<file path="src/rtl/dp_ram_pkg.sv">
// Shared sizing constants for the single-clock, port-selected dual-port RAM.
package dp_ram_pkg;
   localparam int unsigned DATA_W_DEF = 3;
   localparam int unsigned ADDR_W_DEF = 3;
   localparam int unsigned DEPTH      = 2 ** ADDR_W_DEF;
endpackage : dp_ram_pkg

</file>
<file path="src/rtl/dp_ram_if.sv">
// Bus bundle for dp_ram: port select, operation, both ports' address/data and read-back.
interface dp_ram_if
   import dp_ram_pkg::*;
#(
   parameter int unsigned DATA_W = DATA_W_DEF,
   parameter int unsigned ADDR_W = ADDR_W_DEF
);
   logic              cs;
   logic              we;
   logic [ADDR_W-1:0] addr_a;
   logic [ADDR_W-1:0] addr_b;
   logic [DATA_W-1:0] data_a;
   logic [DATA_W-1:0] data_b;
   logic [DATA_W-1:0] data_aout;
   logic [DATA_W-1:0] data_bout;

   modport master (
      output cs, we, addr_a, addr_b, data_a, data_b,
      input  data_aout, data_bout
   );

   modport slave (
      input  cs, we, addr_a, addr_b, data_a, data_b,
      output data_aout, data_bout
   );
endinterface : dp_ram_if

</file>
<file path="src/rtl/dp_ram.sv">
// Shared word array with one active port per cycle (chosen by cs); registered read data per port.
module dp_ram
   import dp_ram_pkg::*;
#(
   parameter int unsigned DATA_W = DATA_W_DEF,
   parameter int unsigned ADDR_W = ADDR_W_DEF
) (
   input  logic     clk,
   input  logic     rst_n,
   dp_ram_if.slave  bus
);
   localparam int unsigned DEPTH_L = 2 ** ADDR_W;

   logic [DATA_W-1:0] mem [DEPTH_L];
   logic [ADDR_W-1:0] sel_addr_c;
   logic [DATA_W-1:0] sel_data_c;
   logic [DATA_W-1:0] aout_q;
   logic [DATA_W-1:0] bout_q;

   // The inactive port's address and data never reach the array
   always_comb begin
      sel_addr_c = bus.addr_b;
      sel_data_c = bus.data_b;
      if (bus.cs) begin
         sel_addr_c = bus.addr_a;
         sel_data_c = bus.data_a;
      end
   end

   // Storage is resettable so an asserted reset discards all stored words
   always_ff @(posedge clk or negedge rst_n) begin
      if (!rst_n) begin
         for (int i = 0; i < int'(DEPTH_L); i++) begin
            mem[i] <= '0;
         end
      end else if (bus.we) begin
         mem[sel_addr_c] <= sel_data_c;
      end
   end

   // Only the selected port's read register loads; the other one holds
   always_ff @(posedge clk or negedge rst_n) begin
      if (!rst_n) begin
         aout_q <= '0;
         bout_q <= '0;
      end else if (!bus.we) begin
         if (bus.cs) begin
            aout_q <= mem[sel_addr_c];
         end else begin
            bout_q <= mem[sel_addr_c];
         end
      end
   end

   assign bus.data_aout = aout_q;
   assign bus.data_bout = bout_q;
endmodule : dp_ram

</file>
<file path="src/flat_wrapper.sv">
// flat-port wrapper written by rule: the top's interface ports become plain ports
module dp_ram_flat import dp_ram_pkg::*;
#(
   parameter int unsigned DATA_W = DATA_W_DEF,
   parameter int unsigned ADDR_W = ADDR_W_DEF
)
  (clk, rst_n, bus_cs, bus_we, bus_addr_a, bus_addr_b, bus_data_a, bus_data_b, bus_data_aout, bus_data_bout);
  dp_ram_if #(.DATA_W(DATA_W), .ADDR_W(ADDR_W)) bus_i ();
  input  logic clk;
  input  logic rst_n;
  input wire logic [$bits(bus_i.cs)-1:0] bus_cs;
  input wire logic [$bits(bus_i.we)-1:0] bus_we;
  input wire logic [$bits(bus_i.addr_a)-1:0] bus_addr_a;
  input wire logic [$bits(bus_i.addr_b)-1:0] bus_addr_b;
  input wire logic [$bits(bus_i.data_a)-1:0] bus_data_a;
  input wire logic [$bits(bus_i.data_b)-1:0] bus_data_b;
  output wire logic [$bits(bus_i.data_aout)-1:0] bus_data_aout;
  output wire logic [$bits(bus_i.data_bout)-1:0] bus_data_bout;
  assign bus_i.cs = bus_cs;
  assign bus_i.we = bus_we;
  assign bus_i.addr_a = bus_addr_a;
  assign bus_i.addr_b = bus_addr_b;
  assign bus_i.data_a = bus_data_a;
  assign bus_i.data_b = bus_data_b;
  assign bus_data_aout = bus_i.data_aout;
  assign bus_data_bout = bus_i.data_bout;
  dp_ram #(.DATA_W(DATA_W), .ADDR_W(ADDR_W)) u_core (.clk(clk), .rst_n(rst_n), .bus(bus_i));
endmodule
</file>
<file path="config.mk">
export PLATFORM = sky130hd
export DESIGN_NAME = dp_ram_flat
export DESIGN_NICKNAME = d
export VERILOG_FILES = /design/src/rtl/dp_ram_pkg.sv /design/src/rtl/dp_ram_if.sv /design/src/rtl/dp_ram.sv /design/src/flat_wrapper.sv
export SDC_FILE = /design/constraint.sdc
export NUM_CORES = 1
export LEC_CHECK = 0
export BUFFER_PORTS_ARGS = -buffer_cell sky130_fd_sc_hd__buf_2
export CELL_PAD_IN_SITES_DETAIL_PLACEMENT = 0
export CELL_PAD_IN_SITES_GLOBAL_PLACEMENT = 1
export CORE_MARGIN = 1
export CORE_UTILIZATION = 45
export DETAILED_ROUTE_END_ITERATION = 12
export PLACE_DENSITY = 0.85
export SYNTH_ARGS = -nofsm -noshare
export SYNTH_HDL_FRONTEND = slang
export SYNTH_SLANG_ARGS = --single-unit
export TNS_END_PERCENT = 10
</file>
<file path="constraint.sdc">
create_clock -name clk -period 0.9 [get_ports clk]
set_input_delay 0.18 -clock clk [delete_from_list [all_inputs] [get_ports clk]]
set_output_delay 0.18 -clock clk [all_outputs]
set_load 0.01 [all_outputs]
</file>
==> results_dict.tcl <==
set metrics [dict create \
    clock-sinks 30 \
    worst_slack_ns -0.1583 \
    cts_buffers 5 \
    post-dp-hpwl_um 2347 \
    n_fill_cell 256 \
    clock_latency_ns 0.33 \
    crit_path_start_kind "input pin" \
    hold-path-cell-count 3 \
    grt_pass1_vias 1145 \
    hold_path.class "in2reg" \
    clock_skew_ns 0.008837 \
    h-tree-depth 2 \
    worstHoldStart "bus_data_a[0]" \
    worstReg2RegStart "u_core.mem[15]$_DFFE_PN0P_" \
    die-area_mm2 0.003511 \
    yosys_warnings 0 \
    syn_nets 129 \
    firstDrtPassIters 4 \
    post-place-cells 188 \
    netlist_area_mm2 0.001475 \
    cts-root-buf "clkbuf_4" \
    synth_cell_types 18 \
    setup_viol_count_final 36 \
    layout-drive-gt1-share_pct 52.56 \
    clk_pin_slew_ns 0.10 \
    rrSetupSlack_ns -0.11 \
    grt_first_pass_wirelength_um 5382 \
    leakage_nw 0.8597 \
    antenna_found_initial 0 \
    peakVddDrop_mv 1.128 \
    crit_type "in2reg" \
    power_mw 4.079 \
    timing.fmax_mhz 944.9 \
    arrival_ns 1.27 \
    dr.first_iter.drc_count 32 \
    grt_overflow_total 0 \
    diodes 0 \
    hold-worst-slack_ns 0.3000 \
    relSlewSlack_pct 76.08 \
    tightestPinTransition_ns 0.3580 \
    vias_per_cell 5.300 \
    syn_to_final_growth_pct 29.77 \
    end_kind "register" \
    grt_max_degree 31 \
    reg2regPathDepth 3 \
    r2r-end "u_core.bus.data_bout[0]$_DFFE_PN0P_" \
    violations "setup timing" \
    drt_wl_total_um 3132 \
    cp.required_ns 1.11 \
    cts_tree "yes" \
    utilization_pct 62.20 \
    fin_nets 171 \
    pin_count 22 \
    cp_max_fo 8 \
    num_vias 1060 \
    min_period_ns 1.058 \
    synth-seq-area-share_pct 50.89 \
    clockBufferDepth 2 \
    hold_violations 0 \
    ant_nets 0 \
    syn_avg_cell_area_um2 13.05 \
    fp-row-count 20 \
    wl_per_cell_um 15.66 \
    drv_cap 0 \
    synth-seq-cells 30 \
    rsz0062_at_grt "true" \
    place_congestion 0.8418 \
    synthCells 113 \
    die_h_um 59.26 \
    grt_use_total_pct 21.64 \
    whs_endpoint "u_core.mem[21]$_DFFE_PN0P_" \
    fin_crit_sh_pct 117.6 \
    route.detailed.drc 0 \
    fin_cells 200 \
    initial_utilization_pct 47.93 \
    slew_viol_final 0 \
    p_per_area_mw_per_mm2 2131 \
    die-width_um 59.26 \
    io_buffers 21 \
    finalSetupTns_ns -3.402 \
    core_area_mm2 0.003078 \
    status "finished with violations" \
]
-- worst max-delay path: stages --
cell and delay (ns):
buf_12 0.09, mux2i_4 0.26, buf_6 0.18, mux2i_2 0.22
o22a_1 0.21, a31oi_1 0.11
-- report_power, final --
part	total [mW]	internal (mW)	switching [mW]
Combinational	1.08	0.626	0.452
Sequential	1.94	1.73	0.208
Clock	1.07	0.586	0.480
-- logic make-up after synthesis --
logic type             synth area share (%)
muxes                                 30.28
AOI/OAI and AO/OA                     9.501
buffers and inverters                 2.290
DFF                                   50.89
and+or+nand+nor                       7.039
-- cell usage after synthesis (all sizes together) --
master,number,area share (%)
nor2b,2,0.85
nand3,2,0.68
nor2,8,2.0
a2bb2oi,2,1.2
nand2,3,0.76
nand2b,4,1.7
nand3b,2,1.0
a31oi,6,2.5
o22a,8,4.7
mux2i,13,9.7
o2bb2ai,1,0.59
o22ai,1,0.42
inv,2,0.51
mux2,27,21
buf,2,1.8
dfrtp,30,51
-- layout make-up --
class | instances | area [µm²] | share of cell area [%]
Tap cell | 44 | 55.05 | 2.876
Timing Repair Buffer | 37 | 269.0 | 14.05
Multi-Input combinational cell | 79 | 753.2 | 39.35
Clock buffer | 6 | 41.29 | 2.157
Sequential cell | 30 | 750.7 | 39.22
Clock inverter | 2 | 37.54 | 1.961
Inverter | 2 | 7.507 | 0.3922
-- through the flow --
stage	area (µm²)	setup slack [ns]
2_1_floorplan	1495	-0.4816
3_5_place_dp	1723	-0.6577
6_report	1914	-0.1583
3_3_place_gp	1723	-0.5706
5_1_grt	1914	-0.1821
4_1_cts	1874	-0.1487
-- flip-flops by register name (all words and copies together) (netlist names) --
signal	cells
u_core.bus.data_bout	3
u_core.bus.data_aout	3
u_core.mem	24
-- how the worst max path moves through the flow --
stage / start / endpoint / slack, ns / cells after the start
2_1_floorplan: bus_cs / u_core.bus.data_aout[2]$_DFFE_PN0P_ / -0.48 / 6
3_3_place_gp: bus_cs / u_core.bus.data_aout[1]$_DFFE_PN0P_ / -0.57 / 6
3_5_place_dp: bus_cs / u_core.bus.data_bout[0]$_DFFE_PN0P_ / -0.66 / 6
4_1_cts: u_core.bus.data_bout[0]$_DFFE_PN0P_ / bus_data_bout[0] / -0.15 / 1
5_1_grt: bus_cs / u_core.bus.data_bout[0]$_DFFE_PN0P_ / -0.18 / 6
6_report: bus_cs / u_core.bus.data_bout[0]$_DFFE_PN0P_ / -0.16 / 6
-- layout by cell type (no fill, tap or decap), drive strengths merged, types with 3 or more instances in the layout --
cell,n
dfrtp,30
buf,36
nand2,3
mux2,27
mux2i,13
nor2,8
o22a,8
a31oi,6
nand2b,4
clkbuf,6
-- metal layers --
metal  track usage, %  wire length (µm)
met2            34.67              1513
met1            26.91              1442
met5                0                 0
met3            4.803               111
met4            12.24                65
-- timing repair --
action	in CTS	in global routing
pin swaps	6	1
hold buffers	1	0
setup buffers	1	2
endpoints found under the hold margin	30	0
gates resized for setup	12	7
endpoints found under the setup margin	36	36
(Power assumes the default switching activity.)
